### config.mk
export PLATFORM = sky130hd
export DESIGN_NAME = i2c_target_regfile
export DESIGN_NICKNAME = d
export VERILOG_FILES = /design/src/rtl/i2c_target_pkg.sv /design/src/rtl/i2c_bus_sync.sv /design/src/rtl/i2c_target_regfile.sv
export SDC_FILE = /design/constraint.sdc
export NUM_CORES = 1
export LEC_CHECK = 0
export BUFFER_PORTS_ARGS = -buffer_cell sky130_fd_sc_hd__clkbuf_2
export CORE_MARGIN = 4
export CORE_UTILIZATION = 45
export DETAILED_ROUTE_END_ITERATION = 10
export GPL_TIMING_DRIVEN = 0
export SLEW_MARGIN = 20
export SYNTH_ARGS = -nofsm -noshare
export SYNTH_HDL_FRONTEND = slang
export SYNTH_SLANG_ARGS = --single-unit
### constraint.sdc
create_clock -name clk_i -period 3.95 [get_ports clk_i]
set_clock_uncertainty 0.1 [all_clocks]
set_input_delay 0.5925 -clock clk_i [delete_from_list [all_inputs] [get_ports clk_i]]
set_output_delay 0.5925 -clock clk_i [all_outputs]
set_load 0.01 [all_outputs]
### src/rtl/i2c_target_pkg.sv
`default_nettype none
// ============================================================================
// Module   : i2c_target_pkg
// Desc     : Shared types and constants for the I2C register-file target.
// Revision : 1.0 - initial release
// ============================================================================
package i2c_target_pkg;

    localparam logic [6:0] c_DEFAULT_TARGET_ADDR = 7'h22;

    typedef enum logic [3:0] {
        IDLE     = 4'd0,
        ADDR     = 4'd1,
        ADDR_ACK = 4'd2,
        WR_PTR   = 4'd3,
        WR_DATA  = 4'd4,
        WR_ACK   = 4'd5,
        RD_DATA  = 4'd6,
        RD_ACK   = 4'd7,
        IGNORE   = 4'd8
    } state_t;

    typedef enum logic [2:0] {
        NONE  = 3'd0,
        START = 3'd1,
        STOP  = 3'd2,
        RISE  = 3'd3,
        FALL  = 3'd4
    } bus_evt_t;

    // START/STOP need SCL high on both samples, so they never coincide with an SCL edge.
    function automatic bus_evt_t bus_event(input logic start_det, input logic stop_det,
                                           input logic scl_rise, input logic scl_fall);
        bus_evt_t evt;
        evt = NONE;
        if (start_det)     evt = START;
        else if (stop_det) evt = STOP;
        else if (scl_rise) evt = RISE;
        else if (scl_fall) evt = FALL;
        return evt;
    endfunction

endpackage
`default_nettype wire

### src/rtl/i2c_bus_sync.sv
`default_nettype none
// ============================================================================
// Module   : i2c_bus_sync
// Desc     : Two-flop SCL/SDA synchronizers with edge history and bus-event decode.
// Revision : 1.0 - initial release
// ============================================================================
module i2c_bus_sync (
    input  logic clk_i,
    input  logic rst_i,
    input  logic scl_i,
    input  logic sda_i,
    output logic start_det,
    output logic stop_det,
    output logic scl_rise,
    output logic scl_fall,
    output logic sda
);

    logic [1:0] r_scl_sync;
    logic [1:0] r_sda_sync;
    logic       r_scl_prev;
    logic       r_sda_prev;
    logic       w_scl;
    logic       w_sda;

    // Lines idle high, so resetting to 1 cannot fabricate an edge on an idle bus.
    always_ff @(posedge clk_i) begin
        if (rst_i) begin
            r_scl_sync <= 2'b11;
            r_sda_sync <= 2'b11;
            r_scl_prev <= 1'b1;
            r_sda_prev <= 1'b1;
        end else begin
            r_scl_sync <= {r_scl_sync[0], scl_i};
            r_sda_sync <= {r_sda_sync[0], sda_i};
            r_scl_prev <= r_scl_sync[1];
            r_sda_prev <= r_sda_sync[1];
        end
    end

    assign w_scl     = r_scl_sync[1];
    assign w_sda     = r_sda_sync[1];
    assign start_det = w_scl & r_scl_prev & r_sda_prev & ~w_sda;
    assign stop_det  = w_scl & r_scl_prev & ~r_sda_prev & w_sda;
    assign scl_rise  = w_scl & ~r_scl_prev;
    assign scl_fall  = ~w_scl & r_scl_prev;
    assign sda       = w_sda;

endmodule
`default_nettype wire

### src/rtl/i2c_target_regfile.sv
`default_nettype none
// ============================================================================
// Module   : i2c_target_regfile
// Desc     : I2C target serving a byte-addressed register file with auto-increment.
// Revision : 1.0 - initial release
// ============================================================================
module i2c_target_regfile
    import i2c_target_pkg::*;
#(
    parameter int                        I2C_ADDR_WIDTH = 7,
    parameter int                        I2C_DATA_WIDTH = 8,
    parameter logic [I2C_ADDR_WIDTH-1:0] TARGET_ADDR    = c_DEFAULT_TARGET_ADDR,
    parameter int                        NUM_REGS       = 16
) (
    input  logic                        clk_i,
    input  logic                        rst_i,
    input  logic                        scl_i,
    input  logic                        sda_i,
    output logic                        scl_o,
    output logic                        sda_o,
    output logic                        busy_o,
    output logic                        reg_wr_o,
    output logic [$clog2(NUM_REGS)-1:0] reg_idx_o,
    output logic [I2C_DATA_WIDTH-1:0]   reg_wdata_o,
    output logic                        stop_o
);

    localparam int                 c_PTR_W    = $clog2(NUM_REGS);
    localparam int                 c_CNT_W    = $clog2(I2C_DATA_WIDTH + 2);
    localparam logic [c_CNT_W-1:0] c_CNT_ONE  = c_CNT_W'(1);
    localparam logic [c_CNT_W-1:0] c_LAST_BIT = c_CNT_W'(I2C_DATA_WIDTH - 1);
    localparam logic [c_CNT_W-1:0] c_ACK_BIT  = c_CNT_W'(I2C_DATA_WIDTH);
    localparam logic [c_CNT_W-1:0] c_ACK_DONE = c_CNT_W'(I2C_DATA_WIDTH + 1);
    localparam logic [c_PTR_W-1:0] c_PTR_ONE  = c_PTR_W'(1);

    logic w_start;
    logic w_stop;
    logic w_rise;
    logic w_fall;
    logic w_sda;
    bus_evt_t w_evt;

    state_t                    r_state, w_state_nxt;
    logic [c_CNT_W-1:0]        r_bit_cnt, w_bit_cnt_nxt;
    logic [I2C_DATA_WIDTH-1:0] r_shift, w_shift_nxt;
    logic [c_PTR_W-1:0]        r_ptr, w_ptr_nxt;
    logic                      r_sda_drv, w_sda_drv_nxt;
    logic                      r_busy, w_busy_nxt;
    logic                      r_rw, w_rw_nxt;
    logic                      w_commit;
    logic                      w_stop_pulse;
    logic                      r_reg_wr;
    logic                      r_stop;
    logic [c_PTR_W-1:0]        r_reg_idx;
    logic [I2C_DATA_WIDTH-1:0] r_reg_wdata;
    logic [I2C_DATA_WIDTH-1:0] r_regs [NUM_REGS];
    logic [I2C_DATA_WIDTH-1:0] w_byte;
    logic [I2C_DATA_WIDTH-1:0] w_rd_byte;

    i2c_bus_sync u_bus_sync (
        .clk_i     (clk_i),
        .rst_i     (rst_i),
        .scl_i     (scl_i),
        .sda_i     (sda_i),
        .start_det (w_start),
        .stop_det  (w_stop),
        .scl_rise  (w_rise),
        .scl_fall  (w_fall),
        .sda       (w_sda)
    );

    assign w_evt     = bus_event(w_start, w_stop, w_rise, w_fall);
    assign w_byte    = {r_shift[I2C_DATA_WIDTH-2:0], w_sda};
    assign w_rd_byte = r_regs[r_ptr];

    always_ff @(posedge clk_i) begin
        if (rst_i) begin
            r_state     <= IDLE;
            r_bit_cnt   <= '0;
            r_shift     <= '0;
            r_ptr       <= '0;
            r_sda_drv   <= 1'b1;
            r_busy      <= 1'b0;
            r_rw        <= 1'b0;
            r_reg_wr    <= 1'b0;
            r_stop      <= 1'b0;
            r_reg_idx   <= '0;
            r_reg_wdata <= '0;
        end else begin
            r_state   <= w_state_nxt;
            r_bit_cnt <= w_bit_cnt_nxt;
            r_shift   <= w_shift_nxt;
            r_ptr     <= w_ptr_nxt;
            r_sda_drv <= w_sda_drv_nxt;
            r_busy    <= w_busy_nxt;
            r_rw      <= w_rw_nxt;
            r_reg_wr  <= w_commit;
            r_stop    <= w_stop_pulse;
            if (w_commit) begin
                r_reg_idx   <= r_ptr;
                r_reg_wdata <= w_byte;
            end
        end
    end

    always_ff @(posedge clk_i) begin
        if (rst_i) begin
            for (int i = 0; i < NUM_REGS; i++) r_regs[i] <= '0;
        end else if (w_commit) begin
            r_regs[r_ptr] <= w_byte;
        end
    end

    // Bit counter reaches c_ACK_BIT after the 8th rise and c_ACK_DONE after the 9th;
    // SDA only changes on falls so it is stable whenever SCL is high.
    always_comb begin
        w_state_nxt   = r_state;
        w_bit_cnt_nxt = r_bit_cnt;
        w_shift_nxt   = r_shift;
        w_ptr_nxt     = r_ptr;
        w_sda_drv_nxt = r_sda_drv;
        w_busy_nxt    = r_busy;
        w_rw_nxt      = r_rw;
        w_commit      = 1'b0;
        w_stop_pulse  = 1'b0;

        case (w_evt)
            START: begin
                w_state_nxt   = ADDR;
                w_bit_cnt_nxt = '0;
                w_sda_drv_nxt = 1'b1;
            end
            STOP: begin
                w_state_nxt   = IDLE;
                w_bit_cnt_nxt = '0;
                w_sda_drv_nxt = 1'b1;
                w_busy_nxt    = 1'b0;
                w_stop_pulse  = 1'b1;
            end
            RISE: begin
                case (r_state)
                    ADDR: begin
                        w_shift_nxt   = w_byte;
                        w_bit_cnt_nxt = r_bit_cnt + c_CNT_ONE;
                        if (r_bit_cnt == c_LAST_BIT) begin
                            if (r_shift[I2C_ADDR_WIDTH-1:0] == TARGET_ADDR) begin
                                w_state_nxt = ADDR_ACK;
                                w_busy_nxt  = 1'b1;
                                w_rw_nxt    = w_sda;
                            end else begin
                                w_state_nxt = IGNORE;
                            end
                        end
                    end
                    WR_PTR: begin
                        w_shift_nxt   = w_byte;
                        w_bit_cnt_nxt = r_bit_cnt + c_CNT_ONE;
                        if (r_bit_cnt == c_LAST_BIT) begin
                            w_ptr_nxt   = w_byte[c_PTR_W-1:0];
                            w_state_nxt = WR_ACK;
                        end
                    end
                    WR_DATA: begin
                        w_shift_nxt   = w_byte;
                        w_bit_cnt_nxt = r_bit_cnt + c_CNT_ONE;
                        if (r_bit_cnt == c_LAST_BIT) begin
                            w_commit    = 1'b1;
                            w_ptr_nxt   = r_ptr + c_PTR_ONE;
                            w_state_nxt = WR_ACK;
                        end
                    end
                    ADDR_ACK, WR_ACK: w_bit_cnt_nxt = c_ACK_DONE;
                    RD_DATA:          w_bit_cnt_nxt = r_bit_cnt + c_CNT_ONE;
                    RD_ACK: begin
                        if (!w_sda) begin
                            w_shift_nxt   = w_rd_byte;
                            w_bit_cnt_nxt = '0;
                            w_state_nxt   = RD_DATA;
                        end else begin
                            w_state_nxt = IGNORE;
                        end
                    end
                    default: ;
                endcase
            end
            FALL: begin
                case (r_state)
                    ADDR_ACK, WR_ACK: begin
                        if (r_bit_cnt == c_ACK_BIT) begin
                            w_sda_drv_nxt = 1'b0;
                        end else if (r_bit_cnt == c_ACK_DONE) begin
                            w_bit_cnt_nxt = '0;
                            if (r_state == ADDR_ACK && r_rw) begin
                                // First read bit must be on the bus before the next rise.
                                w_sda_drv_nxt = w_rd_byte[I2C_DATA_WIDTH-1];
                                w_shift_nxt   = {w_rd_byte[I2C_DATA_WIDTH-2:0], 1'b0};
                                w_state_nxt   = RD_DATA;
                            end else begin
                                w_sda_drv_nxt = 1'b1;
                                w_state_nxt   = (r_state == ADDR_ACK) ? WR_PTR : WR_DATA;
                            end
                        end
                    end
                    RD_DATA: begin
                        if (r_bit_cnt == c_ACK_BIT) begin
                            w_sda_drv_nxt = 1'b1;
                            w_ptr_nxt     = r_ptr + c_PTR_ONE;
                            w_state_nxt   = RD_ACK;
                        end else begin
                            w_sda_drv_nxt = r_shift[I2C_DATA_WIDTH-1];
                            w_shift_nxt   = {r_shift[I2C_DATA_WIDTH-2:0], 1'b0};
                        end
                    end
                    default: ;
                endcase
            end
            default: ;
        endcase
    end

    assign scl_o       = 1'b1;
    assign sda_o       = r_sda_drv;
    assign busy_o      = r_busy;
    assign reg_wr_o    = r_reg_wr;
    assign reg_idx_o   = r_reg_idx;
    assign reg_wdata_o = r_reg_wdata;
    assign stop_o      = r_stop;

endmodule
`default_nettype wire
# After elaboration in Yosys (flattened, before gate mapping)
# Memories as Yosys holds them, arrays and structs flattened. A register that Yosys moved wholly into a read port is not among the register bits.
# Cells that the tools add are included.
[op_classes]
add_sub_neg = 2
bitwise_logic = 11
n_eq_ne = 39
n_mux = 60
n_reduce_logical = 19
[op_table]
columns = ["cell", "n"]
rows = [
  ["4-bit two-way mux", 18],
  ["8-bit two-way mux", 6],
  ["8-bit case mux with 2 select lines", 3],
  ["4-bit case mux with 3 select lines", 3],
  ["3-bit inequality test, second input constant", 11],
  ["4-bit case mux with 2 select lines", 3],
  ["4-bit by 3-bit == test with 1-bit output, second input constant", 5],
  ["3-bit two-way mux", 6],
  ["1-bit two-way mux", 17],
  ["4-bit case mux with 4 select lines", 1],
  ["8-bit AND reduction", 2],
  ["2-bit inequality test, second input constant", 6],
  ["6-bit AND reduction", 2],
  ["4-bit by 1-bit adder with 4-bit output, second input constant", 2],
  ["4-bit by 2-bit == test with 1-bit output, second input constant", 2],
  ["4-bit == test, second input constant", 2],
  ["4-bit inequality test, second input constant", 2],
  ["4-bit AND reduction", 2],
  ["8-bit OR reduction", 1],
  ["1-bit AND", 7],
  ["7-bit by 6-bit == test with 1-bit output, second input constant", 1],
  ["3-bit by 2-bit == test with 1-bit output, second input constant", 2],
  ["1-bit case mux with 2 select lines", 3],
  ["2-bit nonzero test", 3],
  ["15 further kinds", 21],
]
[word_totals]
ff_bits = 43
mem_bits_rw = 128
memories = 1
inputBits = 4
[memory_table]
columns = ["name", "words", "width", "rd", "rd_ports_with_merged_regs", "wr", "line", "rtl"]
rows = [
  ["r_regs", 16, 8, 1, 1, 16, "i2c_target_regfile.sv:56", "logic [I2C_DATA_WIDTH-1:0] r_regs [NUM_REGS];"],
]

# Longest topological paths before layout
# Gate-level depths: netlist of the first run.
[depth]
word_depth = 13
ltp_mapped = 9

# Cells and area by module
# From an unflattened synthesis of the first run, not the netlist that was laid out.
[hier_totals]
cells_unflattened = 687
hier_area_um2 = 8498.2
[by_module_without_submodules]
columns = ["mod", "seq_area_each_um2", "cells_per_inst", "instances", "area_each_um2"]
rows = [
  ["i2c_target_regfile", 4664.5, 671, 1, 8308.0],
  ["i2c_bus_sync", 120.1, 16, 1, 190.2],
]

# Worst setup path before layout of the first run
# OpenSTA, ideal clock, no wires.
[synth_timing]
path_kind = "reg-to-reg"
startpoint = "reg r_state[2]"
endpoint = "mem r_regs[0][0] (enable)"
period_less_slack_ns = 2.703
path_buffers = 2
path_stages_with_launch = 8
slack_ns = 1.247
t_arrival_ns = 2.273
setup_ns = 0.330
t_required_ns = 3.520
path_cell_list = "dfxtp_1 or3b_1 buf_2 or4_4 or3_1 buf_2 nor2_2 or2_1"
[synth_rtl]
columns = ["item", "line", "rtl"]
rows = [
  ["start: declaration", "i2c_target_regfile.sv:43", "state_t r_state, w_state_nxt;"],
  ["start signal: assignment", "i2c_target_regfile.sv:90", "r_state <= w_state_nxt;"],
  ["end: declaration", "i2c_target_regfile.sv:56", ""],
]

==> run metrics, run 1 <==
Syn Nets=740; DRC Markers=0; Period minus WS final=3.47 ns; nets=778; status=complete, no violations; post-layout util=51.0%; WP data arrival=about 3.5 ns; post-synth design cell area=0.00858 mm²; final WL=about 24000 µm; Die X-Extent=146 µm; CTS Buffer Depth=2; num rows=50; cells along the critical path=or3b_1, buf_2, nor4_2, nand3b_1, nor2_1, or2_1; startpoint types=flip-flop; Fillers=1663; post-route antenna net violation count=0; maxcap violations=0; setup bufs post-CTS=0; clock slew at reported path FFs=0.07 ns; average vias per placed instance=6.02; Mapped Cells=729; Yosys top cell by area=edfxtp_1; CP max stage delay=roughly 0.55 ns; synthesis-to-layout area growth=11.2%; CP Class=reg2reg; CP max FO=8; DR pass1 iterations=9; Async S/R FF share, synth=0%; ys flop type=edfxtp_1; FF/Latch Area=0.00478 mm²; Worst-Margin Slew=roughly 0.83 ns; CTS Buf Count=17; GR Overflow Total=0; clock root cell=clkbuf_16; number of global-route vias before repair=5984; register bit total from synthesis=175; PwrDens=between 400 and 500 mW/mm²; Rel. slew slack=between 40% and 50%; post-synthesis average cell area=~12 µm²; Core Footprint=0.0187 mm²; multi-input logic area=about 0.0035 mm²; initial antenna violation count=0; H-tree levels=4; number of port buffers=19; I/O pins=21; final setup fails=0; total power=3.89 mW; die height=146 µm; crit end category=flip-flop; fmax=between 200 and 300 MHz; 1st-iter DRT viols=between 500 and 600; Hold WC Path Type=in2reg; leakage power total=3.22 nW; top cell type's share of synthesized area=between 40% and 50%; Overall Global Routing Usage=22.1%; first-pass GRT wire length=35700 µm; DR vias=6106; Netlist cell types=70; setup TNS=0 ns; die footprint=between 0.02 and 0.025 mm²; placed wire-length estimate=16500 µm; CP required=3.94 ns; CTS Sinks=175; yosys warns=0; gp weighted congestion=0.997; final period utilization=87.8%; Resize count post-CTS=0; RSZ-0062 raised after global routing=no; final hold viol count=0; layout cells sized above 1=approximately 17%; Seq/Total Area, Yosys=55.8%; number of enable flip-flop cells after synthesis=128; wire per inst=23.3 µm; worst-skew pair later-pin latency=0.43 ns; maximum vdd drop=around 0.00032 V; Slowest cell on crit path=nor4_2; diode count=0; fin. max-slew vios=0; CTS tree=done; largest net degree at the start of global routing=19; Hold Buf Count CTS=0; initial core utilization=45.8%; largest cells by area after synthesis=edfxtp_1 45%, dfxtp_1 11%, mux4_2 7.1%, and2_1 5.9%, nor3_1 3.0%
worst max-delay path, delay by kind of cell, from the launching register on:
| kind | cells | cell delay, ns |
|---|---|---|
| buffers and inverters | 1 | 0.17 |
| DFF | 1 | 0.46 |
| and+or+nand+nor | 5 | 2.39 |
cell families (layout without fill, tap and decap cells):
group                    count (synthesis)  after routing  synth area share [%]
other                                    1              1                0.0437
AO/OA/AOI/OAI                           93             93                  7.24
flip-flops                             175            175                  55.8
buffers and inverters                   80            131                  3.85
AND/OR/NAND/NOR                        310            310                  20.6
adder cells (fa/ha/maj)                  7              7                  1.02
XOR/XNOR                                 4              4                 0.409
multiplexers                            59             59                  11.0
final timing paths:
path / depth (start not counted) / startpoint / endpoint / slack [ns]
max: 6 / r_state[2] / r_regs[5][5] / 0.48
min: 2 / scl_i / u_bus_sync.r_scl_sync[0] / 0.24
max reg2reg: 6 / r_state[2] / r_regs[5][5] / 0.48
min reg2reg: 1 / u_bus_sync.r_sda_sync[0] / u_bus_sync.r_sda_sync[1] / 0.31
synth_stat cells (all sizes together), types with 7 or more instances:
cell,count
nor3,61
inv,11
nand3,11
buf,17
clkbuf,49
mux4,27
a21oi,30
o21ai,15
edfxtp,128
ha,7
nor2b,7
mux2,13
nand2b,9
and2,81
nand2,44
dfxtp,47
a221oi,7
nor2,39
or2,25
mux2i,19
stage by stage:
stage	std cells	setup slack [ns]	cell area [µm²]	hold WS, ns
floorplan	729	1.25	8580	0.289
global placement	982	0.553	8960	0.292
detailed placement	982	0.513	8960	0.300
CTS	1014	0.456	9540	0.228
global route	1014	0.231	9540	0.229
finish	1014	0.483	9540	0.240
flip-flops by register name (all words and copies together) (netlist names), 2 cells and up, named ones only:
| signal | count |
|---|---|
| r_shift | 8 |
| reg_wdata_o | 8 |
| reg_idx_o | 4 |
| u_bus_sync.r_sda_sync | 2 |
| r_state | 4 |
| r_regs | 128 |
| r_bit_cnt | 4 |
| r_ptr | 4 |
| u_bus_sync.r_scl_sync | 2 |
power breakdown:
part           internal [mW]  total [mW]  switching, mW
logic                 0.0637       0.215          0.152
clock network          0.839        1.64          0.798
registers               2.02        2.04         0.0217
total                   2.92        3.89          0.971
metal layers:
| metal | up-vias | GRT usage [%] | wire [µm] |
|---|---|---|---|
| met3 | 45 | 3.94 | 1440 |
| met2 | 234 | 37.3 | 11800 |
| met4 | 0 | 6.96 | 507 |
| met1 | 3066 | 29.2 | 9890 |
| met5 | - | 0 | 0 |
| li1 | 2761 | - | - |
area by class of cell:
type,count,share of cell area (%)
Buffer,66,2.91
Clock buffer,17,4.46
Clock inverter,15,1.54
Inverter,14,0.551
Multi-Input combinational cell,474,36.3
Sequential cell,175,50.2
Tap cell,234,3.07
Timing Repair Buffer,19,0.997
cells in the final DEF (no fill, tap or decap), types with 6 or more instances in the layout:
master | synthesis | layout
nor3_1 | 51 | 51
ha_1 | 7 | 7
o21ai_0 | 13 | 13
a221oi_1 | 7 | 7
and2_1 | 81 | 81
or2_1 | 18 | 18
a22oi_1 | 6 | 6
mux2_2 | 13 | 13
nand2b_1 | 9 | 9
nor2b_1 | 7 | 7
clkbuf_2 | 0 | 19
edfxtp_1 | 128 | 128
mux2i_1 | 19 | 19
a21oi_1 | 30 | 30
nand2_1 | 44 | 44
buf_2 | 12 | 12
mux4_2 | 27 | 27
or2_2 | 7 | 7
inv_1 | 11 | 11
clkbuf_16 | 0 | 17
nand3b_1 | 6 | 6
dfxtp_1 | 47 | 47
nor2_1 | 35 | 35
nand3_1 | 11 | 11
clkbuf_1 | 49 | 49
nor3_2 | 10 | 10
Note: power is estimated with default switching activity, not from simulation.
==> run 2: changes to the inputs <==
Settings changed: REMOVE_ABC_BUFFERS set to 1.
==> run 2 against run 1 <==
Maximum frequency is 7.0% lower. Combinational power is 25% lower. Core utilization is 0.76 points lower. Worst setup slack worse by 0.26 ns. Cell area is 1.5% lower. Non-clock buffer count is 55 lower. Register-to-register slack worse by 0.26 ns. Final cell count is 5.4% lower. Sequential power hardly changed. Global-route usage is 2.2 points lower. Critical endpoint is now r_regs[2][0]. Largest cell class unchanged. Largest power group unchanged.
==> run metrics, run 2 (synthesis results as in run 1) <==
status=complete, no violations; Rel. slew slack=36.4%; WP data arrival=3.71 ns; met3 routed WL=around 1100 µm; CP Class=reg2reg; clock root cell=clkbuf_16; most frequent cells in the layout=128 x edfxtp_1, 81 x and2_1, 51 x nor3_1; DR vias=5694; CP max stage delay=0.74 ns; Core Footprint=0.0187 mm²; Period minus WS final=about 3.7 ns; cells along the critical path=or3b_1, or4_4, or3_2, nor2_2, or2_1; Die X-Extent=146 µm; fmax=~270 MHz; CP top delay family=simple AND/OR/NAND/NOR gates; CP required=3.93 ns; RSZ-0062 raised after global routing=no; CTS tree=done; wire per inst=21.7 µm; Hold Buf Count CTS=0; Buf/Inv on CP=0; nets=723; die footprint=0.0213 mm²; DR WL met2=10100 µm; number of port buffers=19; gp weighted congestion=slightly below 0.9; initial antenna violation count=0; startpoint types=flip-flop; final hold viol count=0; leakage power total=between 3 and 4 nW; commonest non-fill, non-tap cell in the layout=edfxtp_1; Slowest cell on crit path=or3_2; average vias per placed instance=5.94; top routing layer used=met4; crit end category=flip-flop; CTS Buf Count=17; M1 WL=roughly 9000 µm; largest net degree at the start of global routing=approximately 70; num rows=50; largest reg by FF count=r_regs; Overall Global Routing Usage=19.9%; die height=146 µm; worst-skew pair later-pin latency=0.44 ns; post-route antenna net violation count=0; CP max FO=16; setup TNS=0 ns; synthesis-to-layout area growth=9.54%; H-tree levels=4; clock slew at reported path FFs=0.07 ns; CTS Sinks=~180; GR Overflow Total=0; pre-CTS setup slack=-0.262 ns; fin worst setup slack=between 0.2 and 0.25 ns; fin. max-slew vios=0; placed wire-length estimate=~13000 µm; final WL=20800 µm; max reg flops=128; Hold WC Path Type=in2reg; initial core utilization=45.8%; I/O pins=21; first-pass GRT wire length=32800 µm; number of global-route vias before repair=5654; DRC Markers=0; layout cells sized above 1=approximately 18%; PwrDens=roughly 410 mW/mm²; diode count=0; maximum vdd drop=~0.00026 V; maxcap violations=0; DR pass1 iterations=6; post-layout util=50.2%; total power=3.88 mW; 1st-iter DRT viols=442; Hold WS=0.240 ns; final period utilization=between 90% and 100%; Worst-Margin Slew=between 0.9 and 1 ns; final setup fails=0; CTS Buffer Depth=2
run 2: changes by cell type in the layout (fill, tap and decap cells not counted), moves of 2 or more:
cell / before / now
buf_1: 2 / 0
buf_12: 0 / 2
buf_2: 12 / 0
buf_4: 2 / 9
clkbuf_1: 49 / 0
clkinv_8: 2 / 0
dfxtp_1: 47 / 44
dfxtp_2: 0 / 2
inv_4: 0 / 5
inv_8: 4 / 1
run 2: worst reg2reg max path: cells and delay by family, from the launching register on:
family,cells,cell delay [ns]
DFF,1,0.62
and+or+nand+nor,5,2.67
run 2: power by group:
part | switching, mW | internal [mW] | total, mW
Clock | 0.743 | 0.904 | 1.65
Sequential | 0.0502 | 2.02 | 2.07
Combinational | 0.106 | 0.0557 | 0.162
Total | 0.899 | 2.98 | 3.88
run 2: path summary, 6_finish.rpt:
check                           start                  endpoint  slack, ns  cells after the start
min reg2reg  u_bus_sync.r_scl_sync[0]  u_bus_sync.r_scl_sync[1]       0.32                      1
max                        r_state[2]              r_regs[2][0]       0.22                      5
min                             sda_i  u_bus_sync.r_sda_sync[0]       0.24                      2
max reg2reg                r_state[2]              r_regs[2][0]       0.22                      5
run 2: timing repair:
item | 4_1_cts | 5_1_grt
endpoints found under the setup margin | 96 | 44
pin swaps | 2 | 1
gates resized for setup | 1 | 1
buffers inserted | 7 | 2
run 2: area by class of cell:
cell class	instances	area, µm²
tap	234	293
multi-input combinational	474	3480
fill	1643	9310
sequential	175	4790
clock buffer	19	464
timing repair buffer	30	205
inverter	14	52.6
clock inverter	13	113
run 2: per-stage QoR:
stage,std cells,instance area (µm²)
after detailed placement,918,8740
final,959,9390
after floorplan,663,8300
after global routing,959,9390
after CTS,957,9380
after global placement,916,8690
run 2: layer usage:
| layer | vias to the layer above | global-route usage [%] |
|---|---|---|
| li1 | 2651 | - |
| met1 | 2817 | 27.1 |
| met2 | 196 | 32.4 |
| met3 | 30 | 4.03 |
| met4 | 0 | 6.11 |
| met5 | - | 0 |
